### src/rtl/risc16_fetch_if.sv
// -----------------------------------------------------------------------------
// risc16_fetch_if
//
// Purpose:
//    Groups the signals between the RISC-16 fetch stage and its surroundings.
//    This covers the instruction-memory request/ack bus, the decoded-instruction
//    valid/ready handshake, and the next-PC selection inputs from control and
//    the datapath.
//
// Modports:
//    master : the fetch stage (risc16_fetch). It drives the request, the fields
//             and the pc, and receives ack, ready and the next-PC selection.
//    slave  : the environment (memory, decoder, datapath, or a testbench).
//
// Signal summary:
//    imem_req/imem_addr/imem_ack/imem_rdata  instruction memory handshake
//    inst_valid/inst_ready                   issue handshake to decoder
//    op/rega/regb/regc/imm7/imm10            decoded fields of ir
//    pc/pc_plus1                             address of issued instruction, +1
//    mux_pc/branch_target/jalr_target        next-PC selection at retire
//    halted                                  fetch stopped on HALT
// -----------------------------------------------------------------------------
interface risc16_fetch_if;
   logic        imem_req;
   logic [15:0] imem_addr;
   logic        imem_ack;
   logic [15:0] imem_rdata;
   logic        inst_valid;
   logic        inst_ready;
   logic [2:0]  op;
   logic [2:0]  rega;
   logic [2:0]  regb;
   logic [2:0]  regc;
   logic [15:0] imm7;
   logic [9:0]  imm10;
   logic [15:0] pc;
   logic [15:0] pc_plus1;
   logic [1:0]  mux_pc;
   logic [15:0] branch_target;
   logic [15:0] jalr_target;
   logic        halted;

   modport master (
      output imem_req, imem_addr, inst_valid, op, rega, regb, regc,
             imm7, imm10, pc, pc_plus1, halted,
      input  imem_ack, imem_rdata, inst_ready, mux_pc, branch_target,
             jalr_target
   );

   modport slave (
      input  imem_req, imem_addr, inst_valid, op, rega, regb, regc,
             imm7, imm10, pc, pc_plus1, halted,
      output imem_ack, imem_rdata, inst_ready, mux_pc, branch_target,
             jalr_target
   );
endinterface

### src/rtl/risc16_fetch.sv
// -----------------------------------------------------------------------------
// risc16_fetch
//
// Purpose:
//    Instruction fetch stage for the RISC-16 datapath. It holds the PC, fetches
//    one word from instruction memory with a request/ack handshake, and latches
//    that word into ir. It presents the decoded fields under a valid/ready
//    handshake. When the instruction retires, it forms the next PC from the
//    2-bit mux_pc select.
//
// Ports:
//    clk  : rising-edge clock
//    rst  : synchronous active-high reset
//    bus  : risc16_fetch_if.master (memory bus, issue handshake, fields,
//           pc/pc_plus1, next-PC select inputs, halted)
//
// Parameters:
//    RESET_PC : PC value loaded on reset (default 16'h0000)
//
// Configuration:
//    RISC16_HALT_EN : when defined, the word 111_000_000_xxxxxxx with a
//                     non-zero low field is treated as HALT. It is swallowed
//                     in FETCH, never issued, and the stage parks in HALT
//                     until reset. When undefined, the HALT state does not
//                     exist, halted is tied low, and the word issues as an
//                     ordinary JALR.
// -----------------------------------------------------------------------------
module risc16_fetch #(
   parameter logic [15:0] RESET_PC = 16'h0000
) (
   input  logic           clk,
   input  logic           rst,
   risc16_fetch_if.master bus
);

`ifdef RISC16_HALT_EN
   typedef enum logic [1:0] {
      S_FETCH = 2'd0,
      S_ISSUE = 2'd1,
      S_HALT  = 2'd2
   } state_t;
`else
   typedef enum logic [1:0] {
      S_FETCH = 2'd0,
      S_ISSUE = 2'd1
   } state_t;
`endif

   state_t      state_q, state_d;
   logic [15:0] pc_q, pc_d;
   logic [15:0] ir_q, ir_d;

   logic        req_c;
   logic        valid_c;
   logic [15:0] pc_inc;
   logic [15:0] pc_sel;
   logic [15:0] imm7_w;

   // ---------------------------------------------------------------------------
   // State, PC and instruction register
   // ---------------------------------------------------------------------------
   always_ff @(posedge clk) begin
      if (rst) begin
         state_q <= S_FETCH;
         pc_q    <= RESET_PC;
         ir_q    <= 16'h0000;
      end else begin
         state_q <= state_d;
         pc_q    <= pc_d;
         ir_q    <= ir_d;
      end
   end

   // ---------------------------------------------------------------------------
   // Next-PC selection; all arithmetic wraps at 16 bits
   // ---------------------------------------------------------------------------
   assign pc_inc = pc_q + 16'd1;

   always_comb begin
      pc_sel = pc_inc;
      unique case (bus.mux_pc)
         2'b01:   pc_sel = bus.branch_target;
         2'b10:   pc_sel = bus.jalr_target;
         default: pc_sel = pc_inc;
      endcase
   end

`ifdef RISC16_HALT_EN
   // HALT is the JALR encoding with both register fields zero and a non-zero
   // low field, so a genuine "JALR r0, r0" (low field zero) still issues.
   logic is_halt_word;
   assign is_halt_word = (bus.imem_rdata[15:13] == 3'b111) &&
                         (bus.imem_rdata[12:7]  == 6'd0)   &&
                         (bus.imem_rdata[6:0]   != 7'd0);
`endif

   // ---------------------------------------------------------------------------
   // Next-state logic
   // ---------------------------------------------------------------------------
   always_comb begin
      state_d = state_q;
      pc_d    = pc_q;
      ir_d    = ir_q;
      req_c   = 1'b0;
      valid_c = 1'b0;

      case (state_q)
         S_FETCH: begin
            req_c = 1'b1;
            if (bus.imem_ack) begin
`ifdef RISC16_HALT_EN
               if (is_halt_word) begin
                  state_d = S_HALT;
               end else begin
                  ir_d    = bus.imem_rdata;
                  state_d = S_ISSUE;
               end
`else
               ir_d    = bus.imem_rdata;
               state_d = S_ISSUE;
`endif
            end
         end

         S_ISSUE: begin
            valid_c = 1'b1;
            // mux_pc and the targets matter only in this handshake cycle.
            if (bus.inst_ready) begin
               pc_d    = pc_sel;
               state_d = S_FETCH;
            end
         end

`ifdef RISC16_HALT_EN
         S_HALT: begin
            state_d = S_HALT;
         end
`endif

         default: begin
            state_d = S_FETCH;
         end
      endcase
   end

   // ---------------------------------------------------------------------------
   // Outputs
   // ---------------------------------------------------------------------------
   // The handshake outputs are forced low while rst is high, so the stage is
   // quiet even in the reset cycle itself, before the registers have reloaded.
   assign bus.imem_req   = req_c   & ~rst;
   assign bus.inst_valid = valid_c & ~rst;
   assign bus.imem_addr  = pc_q;
   assign bus.pc         = pc_q;
   assign bus.pc_plus1   = pc_inc;

`ifdef RISC16_HALT_EN
   assign bus.halted = (state_q == S_HALT) & ~rst;
`else
   assign bus.halted = 1'b0;
`endif

   // Decoded fields are combinational from ir.
   assign bus.op    = ir_q[15:13];
   assign bus.rega  = ir_q[12:10];
   assign bus.regb  = ir_q[9:7];
   assign bus.regc  = ir_q[2:0];
   assign bus.imm10 = ir_q[9:0];

   // Sign-extend the 7-bit immediate by replicating ir[6] into the upper bits.
   assign imm7_w[6:0] = ir_q[6:0];
   genvar gi;
   generate
      for (gi = 7; gi < 16; gi++) begin : g_sext
         assign imm7_w[gi] = ir_q[6];
      end
   endgenerate
   assign bus.imm7 = imm7_w;

endmodule

### src/flat_wrapper.sv
// flat-port wrapper written by rule: the top's interface ports become plain ports
module risc16_fetch_flat 
#(
   parameter logic [15:0] RESET_PC = 16'h0000
)
  (clk, rst, bus_imem_req, bus_imem_addr, bus_inst_valid, bus_op, bus_rega, bus_regb, bus_regc, bus_imm7, bus_imm10, bus_pc, bus_pc_plus1, bus_halted, bus_imem_ack, bus_imem_rdata, bus_inst_ready, bus_mux_pc, bus_branch_target, bus_jalr_target);
  risc16_fetch_if bus_i ();
  input  logic clk;
  input  logic rst;
  output wire logic [$bits(bus_i.imem_req)-1:0] bus_imem_req;
  output wire logic [$bits(bus_i.imem_addr)-1:0] bus_imem_addr;
  output wire logic [$bits(bus_i.inst_valid)-1:0] bus_inst_valid;
  output wire logic [$bits(bus_i.op)-1:0] bus_op;
  output wire logic [$bits(bus_i.rega)-1:0] bus_rega;
  output wire logic [$bits(bus_i.regb)-1:0] bus_regb;
  output wire logic [$bits(bus_i.regc)-1:0] bus_regc;
  output wire logic [$bits(bus_i.imm7)-1:0] bus_imm7;
  output wire logic [$bits(bus_i.imm10)-1:0] bus_imm10;
  output wire logic [$bits(bus_i.pc)-1:0] bus_pc;
  output wire logic [$bits(bus_i.pc_plus1)-1:0] bus_pc_plus1;
  output wire logic [$bits(bus_i.halted)-1:0] bus_halted;
  input wire logic [$bits(bus_i.imem_ack)-1:0] bus_imem_ack;
  input wire logic [$bits(bus_i.imem_rdata)-1:0] bus_imem_rdata;
  input wire logic [$bits(bus_i.inst_ready)-1:0] bus_inst_ready;
  input wire logic [$bits(bus_i.mux_pc)-1:0] bus_mux_pc;
  input wire logic [$bits(bus_i.branch_target)-1:0] bus_branch_target;
  input wire logic [$bits(bus_i.jalr_target)-1:0] bus_jalr_target;
  assign bus_imem_req = bus_i.imem_req;
  assign bus_imem_addr = bus_i.imem_addr;
  assign bus_inst_valid = bus_i.inst_valid;
  assign bus_op = bus_i.op;
  assign bus_rega = bus_i.rega;
  assign bus_regb = bus_i.regb;
  assign bus_regc = bus_i.regc;
  assign bus_imm7 = bus_i.imm7;
  assign bus_imm10 = bus_i.imm10;
  assign bus_pc = bus_i.pc;
  assign bus_pc_plus1 = bus_i.pc_plus1;
  assign bus_halted = bus_i.halted;
  assign bus_i.imem_ack = bus_imem_ack;
  assign bus_i.imem_rdata = bus_imem_rdata;
  assign bus_i.inst_ready = bus_inst_ready;
  assign bus_i.mux_pc = bus_mux_pc;
  assign bus_i.branch_target = bus_branch_target;
  assign bus_i.jalr_target = bus_jalr_target;
  risc16_fetch #(.RESET_PC(RESET_PC)) u_core (.clk(clk), .rst(rst), .bus(bus_i));
endmodule
### config.mk
export PLATFORM = sky130hd
export DESIGN_NAME = risc16_fetch_flat
export DESIGN_NICKNAME = d
export VERILOG_FILES = /design/src/rtl/risc16_fetch_if.sv /design/src/rtl/risc16_fetch.sv /design/src/flat_wrapper.sv
export SDC_FILE = /design/constraint.sdc
export NUM_CORES = 1
export LEC_CHECK = 0
export CAP_MARGIN = 0
export CORE_AREA = 2 2 81 83
export CTS_CLUSTER_SIZE = 12
export DETAILED_ROUTE_END_ITERATION = 12
export DIE_AREA = 0 0 83 85
export PLACE_DENSITY = 0.79
export SETUP_SLACK_MARGIN = 0.5
export SLEW_MARGIN = 20
export SYNTH_ARGS = -nofsm -noshare
export SYNTH_HDL_FRONTEND = slang
export SYNTH_SLANG_ARGS = --single-unit
### constraint.sdc
create_clock -name clk -period 2 [get_ports clk]
set_input_delay 0.2 -clock clk [delete_from_list [all_inputs] [get_ports clk]]
set_output_delay 0.2 -clock clk [all_outputs]
set_load 0.01 [all_outputs]
==> flow_metrics.tcl <==
set metrics [dict create \
    min_path_cells 2 \
    ys.flop_type "dfxtp_1" \
    r2r_slack_ns 0.17 \
    cts.sinks 33 \
    worst_setup_path_end_kind "output port" \
    synth_area_leader_cell "dfxtp_1" \
    num_vias 2644 \
    grt_max_degree 24 \
    synthTopCellsByArea "dfxtp_1 (31%), buf_4 (14%), nand2_1 (7.6%), a21oi_1 (4.2%), a221oi_1 (3.6%)" \
    grt.total_usage_pct 21.20 \
    holdCritPathClass "flop to flop" \
    syn_nets 328 \
    setup_viol_count_final 0 \
    period_share_pct 96.97 \
    whs_ns 0.4589 \
    rows 29 \
    grt_pass1_vias 2563 \
    fmax_mhz 515.6 \
    hold_violations 0 \
    cts_tree "done" \
    synth.distinct_cells 46 \
    avgSynthCellArea_um2 7.978 \
    gr-total-overflow 0 \
    powerDensity_nw_per_um2 450.4 \
    synth-edff-count 0 \
    diodes 0 \
    remaining_drc_errors 0 \
    dieHeight_um 85 \
    dieArea_um2 7055 \
    status "complete, no violations" \
    ir_worst_vdd_mv 0.2736 \
    synth_top_area_share_pct 30.56 \
    clk_pin_slew_ns 0.07 \
    grt_pass1_wl_um 12290 \
    antenna_found_initial 0 \
    drv_slew 0 \
    crit_path_start_kind "flop" \
    worstHoldStart "u_core.ir_q[13]" \
    dp_cells 470 \
    drt_pass1_iterations 4 \
    critPathMaxFanout 5 \
    core_um2 6205 \
    cp.arrival_ns 1.74 \
    synth_area_um2 2162 \
    ctsHoldBuffers 0 \
    cts_root_buf "clkbuf_8" \
    cp_data_required_time_ns 1.80 \
    clockBufferDepth 2 \
    final_nets 482 \
    cts_buffers 5 \
    yosysSeqAreaShare_pct 30.56 \
    ys_ff_latch 33 \
    wl_um 8243 \
    hpwl_um 5484 \
    wl_per_cell_um 16.39 \
    r2r-start "u_core.bus.imem_addr[1]" \
    start_util_pct 34.85 \
    io_pins 143 \
    ant_nets 0 \
    power_leakage_nw 1.938 \
    clock_skew_ns 0.01045 \
    p_total_mw 1.899 \
    r2r-end "u_core.bus.imem_addr[12]" \
    path_class "flop to output port" \
    routabilityCongestion 0.8618 \
    reg2regPathDepth 6 \
    drive_gt1_share_pct 34.04 \
    maxSlewHeadroom_pct 52.19 \
    yosys-top-cells-count "nand2_1 (44), buf_4 (39), dfxtp_1 (33), a21oi_1 (18), clkbuf_1 (14)" \
    fin_cells 503 \
    syn2layout_area_growth_pct 94.97 \
    clk_latency_ns 0.29 \
    worstMarginPinSlew_ns 0.7145 \
    numPortBuffers 141 \
    drv_cap 0 \
    ctsHtreeMaxLevel 2 \
    hold_end "u_core.ir_q[13]" \
    async_reset_ff_share_pct 0 \
    syn_inst 271 \
    drtIter0Drc 77 \
    ys_warn_count 0 \
    grt_setup_unrepaired "yes" \
    synth_most_common_cell "nand2_1" \
    viasPerCell 5.256 \
    die_w_um 83 \
    period_needed_ns 1.939 \
]
## worst max-delay path, stage by stage (launching register included)
cell     delay (ns)
dfxtp_4        0.37
ha_4           0.15
nand3_4        0.10
or4_4          0.56
xnor2_2        0.14
buf_2          0.13
## area by class of cell
class	instances	area, um2
sequential	33	691.9
multi-input combinational	175	1404
fill	479	1989
clock buffer	7	96.34
tap	77	96.34
clock inverter	1	5.005
timing repair buffer	203	1893
inverter	7	28.78
## state kept, by name, summed over array words and instances, names as in the netlist
signal                cells
u_core.bus.imem_addr     16
u_core.ir_q              16
u_core.state_q            1
## cells in the final DEF (no fill, tap or decap), types with 4 or more instances in the layout
cell type and n:
a21oi_1 17, a221o_1 4, a221oi_1 8, a22o_1 4, a32o_1 4, buf_2 13
buf_4 41, buf_6 22, clkbuf_8 7, clkdlybuf4s50_1 90, dfxtp_1 20, dfxtp_2 7
dfxtp_4 6, dlygate4sd2_1 29, inv_1 5, nand2_1 41, nor2_1 10, o21ai_0 7
o31ai_1 4, xnor2_2 4
## stage by stage
| step | setup WS [ns] | setup TNS (ns) | utilization [%] | area (um2) |
|---|---|---|---|---|
| 2_1_floorplan | 0.3167 | 0 | - | 2225 |
| 3_3_place_gp | -0.05923 | -0.2061 | 59.29 | 3679 |
| 3_5_place_dp | -0.07795 | -0.4387 | 59.29 | 3679 |
| 4_1_cts | 0.08127 | 0 | 65.28 | 4050 |
| 5_1_grt | 0.03618 | 0 | 67.94 | 4215 |
| 6_report | 0.06060 | 0 | 67.94 | 4215 |
## metal layers
metal  vias to the layer above  global-route usage, %  share of wire [%]
met3                        20                  4.961                7.2
met4                         0                  5.514                1.9
li1                       1242                      -                  -
met1                      1236                  24.52                 39
met2                       146                  39.30                 52
met5                         -                      0                  0
## report_power, final
group | switching, mW | internal [mW]
Clock | 0.249 | 0.311
Combinational | 0.268 | 0.350
Sequential | 0.0336 | 0.688
Total | 0.550 | 1.35
## how the worst max path moves through the flow
stage	end	startpoint	slack [ns]	depth (start not counted)
floorplan	u_core.bus.imem_addr[12]	u_core.bus.imem_addr[0]	0.32	5
global placement	bus_pc_plus1[13]	u_core.bus.imem_addr[1]	-0.06	6
detailed placement	u_core.bus.imem_addr[2]	bus_mux_pc[0]	-0.08	8
CTS	bus_pc_plus1[12]	u_core.bus.imem_addr[0]	0.08	5
global route	bus_pc_plus1[12]	u_core.bus.imem_addr[1]	0.04	5
finish	bus_pc_plus1[12]	u_core.bus.imem_addr[1]	0.06	5
## repair_timing
item / in CTS / in global routing
buffers inserted: 19 / 6
resized for setup: 150 / 32
pin swaps: 19 / 16
setup endpoints to repair: 73 / 44
## cell families after synthesis
family                     share of synthesized area (%)
AOI/OAI and AO/OA                                  25.35
adders and majority gates                          1.736
DFF                                                30.56
other                                             0.1734
and+or+nand+nor                                    19.97
xor gates and xnor gates                           4.456
buffers and inverters                              17.77
(Power assumes the default switching activity.)
==> RTL change (same flow settings) <==
The option `RISC16_HALT_EN` is turned on by a define.
--- a/src/rtl/risc16_fetch.sv
+++ b/src/rtl/risc16_fetch.sv
@@ -25,6 +25,8 @@
 //                     exist, halted is tied low, and the word issues as an
 //                     ordinary JALR.
 // -----------------------------------------------------------------------------
+`define RISC16_HALT_EN
+
 module risc16_fetch #(
    parameter logic [15:0] RESET_PC = 16'h0000
 ) (
Behaviour: not the same (Yosys sat finds a counterexample within 4 cycles, from zero or initial values and one cycle with rst high).
==> RTL change against the original RTL <==
- the flow now finishes with violations (negative setup slack)
- sequential cell count is 1 higher
- worst setup slack worse by 0.063 ns
- wire length grew 1.9%
- first-iteration DRC count is 79% higher
- synthesized cell count is 11% higher
- core utilization up 3.1 points
- register-to-register slack better by 0.03 ns
- power decreased by 3.0%
- final area is 4.6% higher
- maximum frequency down 3.1%
- area after synthesis rose by 9.3%
- largest cell class unchanged
- largest power group unchanged
- highest routed layer unchanged
==> RTL change: results (changes against the original RTL) <==
| Metric | Value |
|---|---|
| Ant diodes | 0 (unchanged) |
| Worst skew pair latency | 0.29 ns (about the same) |
| Final setup fails | 1 (was 0) |
| Slack of the critical path | -0.00223 ns (was 0.0606 ns) |
| Status | finished, violations left (was completed) |
| Post-synthesis sequential area ratio | 28.8% (was 30.6%) |
| 1st-pass router iterations | 5 (was 4) |
| Worst path arrival time | 1.80 ns (was 1.74 ns) |
| Cell area after placement | 0.00384 mm^2 (was 0.00368 mm^2) |
| H-tree Lvls | 2 (unchanged) |
| Share of cells above drive strength 1 | 30.9% (was 34.0%) |
| Vias | 2,812 (was 2,644) |
| Ys flop type | dfxtp_1 (unchanged) |
| Post-synth top cells | 48 x nand2_1, 39 x buf_4, 34 x dfxtp_1 (was 44 x nand2_1, 39 x buf_4, 33 x dfxtp_1) |
| Failing checks | negative setup slack |
| Fill count | 472 (was 479) |
| Routability cong. | 0.836 (was 0.862) |
| Placed Cells incl. Taps | 493 (was 470) |
| Post-synth ARST share | 0% (unchanged) |
| Worst-Margin Slew | 0.360 ns (was 0.714 ns) |
| Port Buffers | 142 (was 141) |
| VDD IR max | 416 uV (was 274 uV) |
| TritonCTS Buffers | 5 (unchanged) |
| Clock root cell | clkbuf_8 (unchanged) |
| Distinct cells, synth | 50 (was 46) |
| Vias in the first global route | 2,696 (was 2,563) |
| Leak | 2.07 nW (was 1.94 nW) |
| Crit Path Max Fanout | 4 (was 5) |
| Global-route wire length before repair | 12.7 mm (was 12.3 mm) |
| Initial antenna violation count | 0 (unchanged) |
| Reg clk slew, reported paths | 0.07 ns (about the same) |
| Largest net degree at the start of global routing | 24 (unchanged) |
| DRT iter0 DRCs | 138 (was 77) |
| Gr usage total | 21.9% (was 21.2%) |
| Syn nets | 357 (was 328) |
| Layout Skew | 0.0101 ns (was 0.0104 ns) |
| Synth area leaders | dfxtp_1 29%, buf_4 12%, nand2_1 7.6% (was dfxtp_1 31%, buf_4 14%, nand2_1 7.6%) |
| Final nets | 509 (was 482) |
| Post-DP HPWL | 5.76 mm (was 5.48 mm) |
| Clock Path Buffers | 2 (unchanged) |
| Ys Warns | 0 (unchanged) |
| Hold Crit Class | in -> reg (was reg -> reg) |
| WL final | 8.40 mm (was 8.24 mm) |
| Wire length per cell | 15.8 um (was 16.4 um) |
| Syn avg cell area | 7.87 um^2 (was 7.98 um^2) |
## RTL change: changes by cell type after synthesis, moves of 4 or more
| cell | delta |
|---|---|
| nand2_1 | +4 |
| nor3_1 | +11 |
| o31ai_1 | -5 |
| nand3_1 | +4 |
| a221oi_1 | -6 |
| a22oi_1 | +7 |
| mux2i_1 | +16 |
| a21oi_1 | -10 |
## RTL change: path summary, 6_finish.rpt
check	end	cells past startpoint	slack (ns)	startpoint
worst max-delay path	bus_pc_plus1[12]	5	-0.002	u_core.bus.imem_addr[10]$_SDFFE_PP0P_
worst min-delay path	u_core.ir_q[6]$_SDFFE_PP0P_	3	0.22	bus_imem_rdata[6]
worst max register to register	u_core.bus.imem_addr[12]$_SDFFE_PP0P_	6	0.20	u_core.bus.imem_addr[10]$_SDFFE_PP0P_
worst min register to register	u_core.ir_q[12]$_SDFFE_PP0P_	2	0.46	u_core.ir_q[12]$_SDFFE_PP0P_
## RTL change: critical path, cell delays in order, from the launching register on
cell and delay, ns:
dfxtp_2 0.33, nand4_1 0.12, buf_4 0.17, or4_4 0.58
xnor2_4 0.19, buf_6 0.12
## RTL change: kinds of logic after synthesis
| family | count (synthesis) | share of synthesized area (%) |
|---|---|---|
| buf+inv | 69 | 17.3 |
| simple gates | 106 | 22.4 |
| fa+ha+maj | 3 | 1.59 |
| mux | 16 | 6.78 |
| compound gates | 61 | 19.1 |
| xor+xnor | 11 | 4.08 |
| flops | 34 | 28.8 |
## RTL change: where the power goes
part           internal, mW  switching, mW
registers             0.705         0.0313
clock network         0.278          0.251
logic                 0.333          0.244
total                  1.32          0.526
## RTL change: metrics by stage
stage	util [%]	TNS (ns)	hold WS, ns	worst slack (ns)
5_1_grt	71.0	-0.0505	0.223	-0.0505
3_3_place_gp	61.9	-0.0253	0.442	-0.0253
3_5_place_dp	61.9	-0.0457	0.445	-0.0423
6_report	71.0	-0.00223	0.215	-0.00223
4_1_cts	66.3	0	0.464	0.0737
2_1_floorplan	-	0	0.342	0.336
## RTL change: cell type report
type | count | area share [%]
multi-input combinational | 197 | 34.5
inverter | 10 | 0.852
timing repair buffer | 204 | 44.1
clock inverter | 1 | 0.114
clock buffer | 7 | 1.96
tap | 77 | 2.19
sequential | 34 | 16.3
## RTL change: timing repair
| item | 4_1_cts | 5_1_grt |
|---|---|---|
| gates cloned | 0 | 0 |
| endpoints found under the setup margin | 67 | 53 |
| buffers inserted | 14 | 15 |
| pin swaps | 19 | 21 |
| gates resized for setup | 121 | 55 |
## RTL change: routing by layer
metal | vias to the layer above | global-route usage (%) | share of wire (%)
met2 | 151 | 40.8 | 50
met1 | 1300 | 23.3 | 38
met5 | - | 0 | 0
met3 | 21 | 6.52 | 9.4
met4 | 0 | 8.49 | 2.6
li1 | 1340 | - | -
